**src/rtl/legv8_pkg.sv**
```systemverilog
// Shared LEGv8 decode constants: ALU operation codes, main-decoder ALU classes,
// opcode patterns and the ALU-control pipeline state encoding.
package legv8_pkg;

    localparam logic [3:0] ALU_AND   = 4'b0000;
    localparam logic [3:0] ALU_ORR   = 4'b0001;
    localparam logic [3:0] ALU_ADD   = 4'b0010;
    localparam logic [3:0] ALU_LSL   = 4'b0011;
    localparam logic [3:0] ALU_LSR   = 4'b0100;
    localparam logic [3:0] ALU_SUB   = 4'b0110;
    localparam logic [3:0] ALU_PASSB = 4'b0111;
    localparam logic [3:0] ALU_MUL   = 4'b1000;

    localparam logic [1:0] ALUOP_MEM = 2'b00;
    localparam logic [1:0] ALUOP_CB  = 2'b01;
    localparam logic [1:0] ALUOP_R   = 2'b10;

    localparam logic [10:0] OP_ADD = 11'b10001011000;
    localparam logic [10:0] OP_SUB = 11'b11001011000;
    localparam logic [10:0] OP_AND = 11'b10001010000;
    localparam logic [10:0] OP_ORR = 11'b10101010000;
    localparam logic [10:0] OP_LSL = 11'b11010011011;
    localparam logic [10:0] OP_LSR = 11'b11010011010;
    localparam logic [10:0] OP_MUL = 11'b10011011000;
    // Immediate forms ignore the lowest opcode bit (it belongs to the immediate)
    localparam logic [9:0]  OP_ADDI_HI = 10'b1001000100;
    localparam logic [9:0]  OP_SUBI_HI = 10'b1101000100;
    localparam logic [7:0]  OP_CBZ     = 8'b10110100;
    localparam logic [7:0]  OP_CBNZ    = 8'b10110101;

    typedef enum logic [1:0] {
        IDLE = 2'd0,
        HOLD = 2'd1,
        WAIT = 2'd2
    } aludec_state_t;

endpackage

```
**src/rtl/aludec_core.sv**
```systemverilog
// Pure combinational ALU-control decode: (aluop, funct) -> operation code,
// multicycle flag for MUL and illegal flag for unmatched encodings.
module aludec_core #(
    parameter int FUNCT_W  = 11,
    parameter int ALUCTL_W = 4
) (
    input  logic [1:0]          aluop,
    input  logic [FUNCT_W-1:0]  funct,
    output logic [ALUCTL_W-1:0] code,
    output logic                multicycle,
    output logic                illegal
);
    import legv8_pkg::*;

    logic [10:0] op_s;
    logic [3:0]  code_s;

    assign op_s = funct[FUNCT_W-1 -: 11];
    assign code = ALUCTL_W'(code_s);

    // Opcode match for each ALU class
    always_comb begin
        code_s     = ALU_AND;
        multicycle = 1'b0;
        illegal    = 1'b0;
        case (aluop)
            ALUOP_MEM: begin
                code_s = ALU_ADD;
            end
            ALUOP_CB: begin
                code_s = ALU_PASSB;
                if ((op_s[10:3] == OP_CBZ) || (op_s[10:3] == OP_CBNZ)) begin
                    illegal = 1'b0;
                end else begin
                    illegal = 1'b1;
                end
            end
            default: begin
                if (op_s == OP_ADD) begin
                    code_s = ALU_ADD;
                end else if (op_s == OP_SUB) begin
                    code_s = ALU_SUB;
                end else if (op_s == OP_AND) begin
                    code_s = ALU_AND;
                end else if (op_s == OP_ORR) begin
                    code_s = ALU_ORR;
                end else if (op_s[10:1] == OP_ADDI_HI) begin
                    code_s = ALU_ADD;
                end else if (op_s[10:1] == OP_SUBI_HI) begin
                    code_s = ALU_SUB;
                end else if (op_s == OP_LSL) begin
                    code_s = ALU_LSL;
                end else if (op_s == OP_LSR) begin
                    code_s = ALU_LSR;
                end else if (op_s == OP_MUL) begin
                    code_s     = ALU_MUL;
                    multicycle = 1'b1;
                end else begin
                    code_s  = ALU_AND;
                    illegal = 1'b1;
                end
            end
        endcase
    end

endmodule

```
**src/rtl/aludec_pipe.sv**
```systemverilog
// Registered, handshaked ALU-control stage between ID/EX and the ALU. Holds the
// decoded op under back-pressure, supports flush and models multiplier latency.
module aludec_pipe #(
    parameter int FUNCT_W  = 11,
    parameter int ALUCTL_W = 4,
    parameter int MUL_LAT  = 4
) (
    input  logic                clk,
    input  logic                reset,
    input  logic                in_valid,
    output logic                in_ready,
    input  logic [FUNCT_W-1:0]  funct,
    input  logic [1:0]          aluop,
    input  logic                flush,
    output logic                out_valid,
    input  logic                out_ready,
    output logic [ALUCTL_W-1:0] alucontrol,
    output logic                multicycle,
    output logic                illegal
);
    import legv8_pkg::*;

    localparam int               CNT_W    = $clog2(MUL_LAT + 1);
    localparam logic [CNT_W-1:0] CNT_LOAD = CNT_W'(MUL_LAT - 1);
    localparam logic             MUL_WAIT = (MUL_LAT > 1);

    aludec_state_t       state_r, state_nx_s;
    logic [CNT_W-1:0]    cnt_r, cnt_nx_s;
    logic [ALUCTL_W-1:0] dec_code_s, code_r;
    logic                dec_mc_s, dec_ill_s, mc_r, ill_r;
    logic                in_ready_s, accept_s, out_valid_r;

    aludec_core #(
        .FUNCT_W  (FUNCT_W),
        .ALUCTL_W (ALUCTL_W)
    ) u_core (
        .aluop      (aluop),
        .funct      (funct),
        .code       (dec_code_s),
        .multicycle (dec_mc_s),
        .illegal    (dec_ill_s)
    );

    // Upstream ready: empty, or the held op leaves this cycle; never during flush
    always_comb begin
        in_ready_s = 1'b0;
        if (flush) begin
            in_ready_s = 1'b0;
        end else if (state_r == IDLE) begin
            in_ready_s = 1'b1;
        end else if (state_r == HOLD) begin
            in_ready_s = out_ready;
        end else begin
            in_ready_s = 1'b0;
        end
    end

    assign accept_s   = in_valid & in_ready_s;
    assign in_ready   = in_ready_s;
    assign out_valid  = out_valid_r;
    assign alucontrol = code_r;
    assign multicycle = mc_r;
    assign illegal    = ill_r;

    // Next-state and latency counter
    always_comb begin
        state_nx_s = state_r;
        cnt_nx_s   = cnt_r;
        if (flush) begin
            state_nx_s = IDLE;
            cnt_nx_s   = '0;
        end else begin
            case (state_r)
                IDLE, HOLD: begin
                    if (accept_s) begin
                        // A MUL parks in WAIT so out_valid rises MUL_LAT cycles after accept
                        if (dec_mc_s && MUL_WAIT) begin
                            state_nx_s = WAIT;
                            cnt_nx_s   = CNT_LOAD;
                        end else begin
                            state_nx_s = HOLD;
                            cnt_nx_s   = '0;
                        end
                    end else if ((state_r == HOLD) && !out_ready) begin
                        state_nx_s = HOLD;
                        cnt_nx_s   = '0;
                    end else begin
                        state_nx_s = IDLE;
                        cnt_nx_s   = '0;
                    end
                end
                WAIT: begin
                    if (cnt_r <= CNT_W'(1)) begin
                        state_nx_s = HOLD;
                        cnt_nx_s   = '0;
                    end else begin
                        state_nx_s = WAIT;
                        cnt_nx_s   = cnt_r - CNT_W'(1);
                    end
                end
                default: begin
                    state_nx_s = IDLE;
                    cnt_nx_s   = '0;
                end
            endcase
        end
    end

    // State, counter and output-valid registers
    always_ff @(posedge clk or negedge reset) begin
        if (!reset) begin
            state_r     <= IDLE;
            cnt_r       <= '0;
            out_valid_r <= 1'b0;
        end else begin
            state_r     <= state_nx_s;
            cnt_r       <= cnt_nx_s;
            out_valid_r <= (state_nx_s == HOLD);
        end
    end

    // Decoded result captured only on accept, held otherwise
    always_ff @(posedge clk or negedge reset) begin
        if (!reset) begin
            code_r <= '0;
            mc_r   <= 1'b0;
            ill_r  <= 1'b0;
        end else if (accept_s) begin
            code_r <= dec_code_s;
            mc_r   <= dec_mc_s;
            ill_r  <= dec_ill_s;
        end else begin
            code_r <= code_r;
            mc_r   <= mc_r;
            ill_r  <= ill_r;
        end
    end

endmodule

```
**config.mk**
```make
export PLATFORM = sky130hd
export DESIGN_NAME = aludec_pipe
export DESIGN_NICKNAME = d
export VERILOG_FILES = /design/src/rtl/legv8_pkg.sv /design/src/rtl/aludec_core.sv /design/src/rtl/aludec_pipe.sv
export SDC_FILE = /design/constraint.sdc
export NUM_CORES = 1
export LEC_CHECK = 0
export ABC_AREA = 1
export CAP_MARGIN = 20
export CORE_AREA = 2 2 46 48
export DETAILED_ROUTE_END_ITERATION = 8
export DIE_AREA = 0 0 48 50
export PLACE_DENSITY = 0.86
export SYNTH_ARGS = -nofsm -noshare
export SYNTH_HDL_FRONTEND = slang
export SYNTH_SLANG_ARGS = --single-unit
```
**constraint.sdc**
```tcl
create_clock -name clk -period 4 [get_ports clk]
set_input_delay 1 -clock clk [delete_from_list [all_inputs] [get_ports clk]]
set_output_delay 1 -clock clk [all_outputs]
set_load 0.03 [all_outputs]
```
**Yosys cells after proc, flatten, opt, wreduce, memory -nomap -nowiden**

Index checks and enable logic that the tools add are counted.

- Register bits: 12
- Bits of input ports: 18
- Output and inout port bits: 8

- $add $sub $neg: 1
- $lt $le $gt $ge: 1
- Equal/unequal tests: 15
- Muxes and demuxes: 45
- Bitwise operators: 1
- Reduce and logical (&&, ||, !) cells: 7

Operators by type and width:

| cell | count |
|---|---|
| $eq 11x11->1 const B | 7 |
| $mux 4 | 9 |
| $mux 1 | 24 |
| $eq 10x10->1 const B | 2 |
| $eq 8x8->1 const B | 2 |
| $mux 2 | 5 |
| $mux 3 | 3 |
| $pmux 4 s2 | 1 |
| $eq 2x1->1 const B | 3 |
| $pmux 3 s2 | 1 |
| $logic_not 2->1 | 2 |
| $pmux 2 s2 | 1 |
| $reduce_or 2->1 | 2 |
| $le 3x1->1 const B | 1 |
| $sub 3x1->3 const B | 1 |
| $eq 2x2->1 const B | 1 |
| $pmux 1 s2 | 1 |
| $and 1x1->1 | 1 |
| $logic_and 1x1->1 | 1 |
| $logic_not 1->1 | 1 |
| $logic_or 1x1->1 | 1 |

**Depth between registers and ports, before layout**

- Word-level depth: 16
- Gate-level depth with buffers: 8
- Gate-level depth less buffers: 8

**By module**

A second synthesis with hierarchy kept.

- Cell total of the unflattened synthesis: 125
- Area total of the unflattened synthesis: 883.3 um^2

By module, submodules not included:

| module | instances | cells an instance | area an instance (um^2) | sequential area each (um^2) |
|---|---|---|---|---|
| aludec_pipe | 1 | 60 | 573.0 | 300.3 |
| aludec_core | 1 | 65 | 310.3 | 0.0 |

**Least setup slack after synthesis**

No wires, ideal clock.

- Kind: input to output
- Start point: in out_ready
- End point: out in_ready
- Arrival: 1,375 ps
- Data required time: 3,000 ps
- Path slack: 1,625 ps
- Stages: 2
- Cell sequence: o21ai_2 > nor2_2

- Cells in the longest elaborated chain, start to end: 3

RTL lines:

| element | line | RTL |
|---|---|---|
| start: declaration | aludec_pipe.sv:16 | `input logic out_ready,` |
| $mux 1 | aludec_pipe.sv:51 | `end else if (state_r == HOLD) begin` |
| $mux 1 | aludec_pipe.sv:49 | `end else if (state_r == IDLE) begin` |
| $mux 1 | aludec_pipe.sv:47 | `if (flush) begin` |
| end: declaration | aludec_pipe.sv:11 | `output logic in_ready,` |

Every way passes these cells.

**Worst setup path in the final report**

Ends and elaborated chain as after synthesis.

==> results_dict.tcl <==
set metrics [dict create \
    hold_viol_final 0 \
    cap_viol_max_count 0 \
    totalPowerFinal_uw 285 \
    drive_gt1_share_pct 21.9 \
    fill_cells 172 \
    dieArea_um2 2400 \
    crit_buf_inv 2 \
    clk_latency_ns 0.26 \
    num_vias 872 \
    post-cts-setup-buffers 0 \
    rsz0062_at_grt "no" \
    cts_max_level 1 \
    grt_pass1_vias 804 \
    clk_pin_slew_ns 0.07 \
    dp_hpwl_um 1630 \
    routabilityCongestion 0.814 \
    core_area_um2 1900 \
    start_kind "input pin" \
    peakVddDrop_uv 192 \
    die_h_um 50 \
    final_cell_mix "clkdlybuf4s50_1 (25), nand2_1 (23), inv_1 (17), nor2_1 (13), dfrtp_1 (11)" \
    grt_pass1_wl_um 3180 \
    crit_chain "clkdlybuf4s50_1 > o21ai_2 > nor2_2 > clkdlybuf4s50_1" \
    period_minus_slack_ns 3.45 \
    tns_ns 0 \
    ios 26 \
    area_growth_pct 33.9 \
    fin_util_pct 62.9 \
    skew_ns 0.00805 \
    ys_seq_elements 11 \
    worst_pin_slew_ns 0.469 \
    totalWireLength_um 1930 \
    syn-instance-count 123 \
    slew_violations 0 \
    setup_viol 0 \
    relSlewSlack_pct 68.6 \
    stdcell_area_um2 1200 \
    crit_family "buffers and inverters" \
    status "completed" \
    antenna_found_initial 0 \
    period_share_pct 86.2 \
    worst_path_most_repeated_cell "clkdlybuf4s50_1" \
    syn_area_um2 893 \
    hold_class "reg2reg" \
    cts_root_buffer "clkbuf_4" \
    cts_made_buffers 3 \
    post_drt_wl_per_cell_um 10.9 \
    row_count 16 \
    min_from "alucontrol[3]" \
    startpoint "out_ready" \
    slowest_delay_ns 0.70 \
    layout_commonest_cell "clkdlybuf4s50_1" \
    synth_cell_types 25 \
    grt_overflow 0 \
    syn_nets 143 \
    synth_edf_count 0 \
    avgViaCountPerCell 4.90 \
    grtUsageTotal_pct 18.3 \
    leakagePower_nw 0.580 \
    cp_max_fo 2 \
    post_synth.cell_area_avg_um2 7.26 \
    async_flop_share_pct 100 \
    powerDensity_nw_per_um2 238 \
    remaining_drc_errors 0 \
    drt-initial-drc-count 18 \
    num_antenna_cells 0 \
    crit_type "in2out" \
    postPlaceCellArea_um2 1170 \
    numPortBuffers 25 \
    hold_buffers 0 \
    end_kind "output pin" \
    ys_seq_area_share_pct 30.8 \
    max_clock_freq_mhz 290 \
    cts_resized 0 \
    multi_input_area_um2 509 \
    final_nets 172 \
    grt_max_degree 12 \
    drt_pass1_iterations 4 \
    clock_path_buffers 2 \
    r2r-start "cnt_r[1]" \
    worstPathArrival_ns 2.45 \
    synth-warning-count 0 \
    cp.required_ns 3.00 \
    synth_flop_cell "dfrtp_1" \
    reg2reg_setup_slack_ns 2.55 \
    cp_slowest_cell "clkdlybuf4s50_1" \
    fp.dieW_um 48 \
    antenna_left 0 \
    ff_latch_area_um2 275 \
    start_util_pct 47.0 \
    cts_tree "built" \
    clkSinkCount 11 \
]
[logic make-up after synthesis]
kind of cell             Yosys count  share of synthesized area, %
adder cells (fa/ha/maj)            2                          2.80
AO/OA/AOI/OAI                     12                          9.94
XOR/XNOR                           1                         0.981
flip-flops                        11                          30.8
AND/OR/NAND/NOR                   69                          43.3
buffers and inverters             28                          12.2
[report_power, final]
group | total, mW | internal, mW | switching (mW)
clock | 0.0736 | 0.0385 | 0.0350
sequential | 0.123 | 0.118 | 0.00438
combinational | 0.0883 | 0.0407 | 0.0476
total | 0.285 | 0.198 | 0.0870
[tightest hold or removal path: stages, from the launching register on]
cell     delay [ns]
dfrtp_1        0.37
nand2_1        0.06
nand2_1        0.06
[final cells by class]
type | count | area share (%)
well taps | 27 | 2.82
flip-flops and latches | 11 | 23.0
inverters | 27 | 8.47
multi-input cells | 84 | 42.6
clock buffers | 4 | 2.20
repair buffers | 25 | 20.9
[registers in the layout, summed over array words and instances, names as in the netlist]
register	count
out_valid	1
state_r	2
illegal	1
alucontrol	4
cnt_r	3
[per-stage QoR]
step	hold WS [ns]	setup slack, ns	std cells
2_1_floorplan	0.542	1.63	123
3_3_place_gp	0.489	0.614	174
3_5_place_dp	0.497	0.546	174
4_1_cts	0.518	0.542	178
5_1_grt	0.543	0.498	178
6_report	0.519	0.551	178
[path summary, 6_finish.rpt]
check,cells past startpoint,endpoint
max in group asynchronous,1,cnt_r[0]
setup reg to reg,8,cnt_r[1]
hold / removal,2,alucontrol[3]
min in group asynchronous,1,state_r[1]
hold reg to reg,2,alucontrol[3]
setup / recovery,4,in_ready
[synthesized netlist by cell type (2+ instances only)]
cell type	n	area share (%)
nor2_2	3	2.1
ha_1	2	2.8
or2_1	3	2.1
o21bai_2	2	2.5
nand2_1	23	9.7
nor2_1	13	5.5
nand4_1	2	1.4
inv_2	10	4.2
dfrtp_1	11	31
nand3_1	9	5.0
a21oi_1	5	2.8
nand2_2	3	2.1
nor2_4	6	7.6
nor3_1	2	1.1
inv_1	17	7.1
nand2_4	3	3.8
[per-layer routing]
metal / up-vias / wire length (um) / track usage (%)
met1: 408 / 875 / 23.3
met4: 0 / 25 / 5.41
met5: - / 0 / 0
met2: 25 / 943 / 30.7
met3: 4 / 89 / 2.56
li1: 435 / - / -
Note: power is estimated with default switching activity, not from simulation.
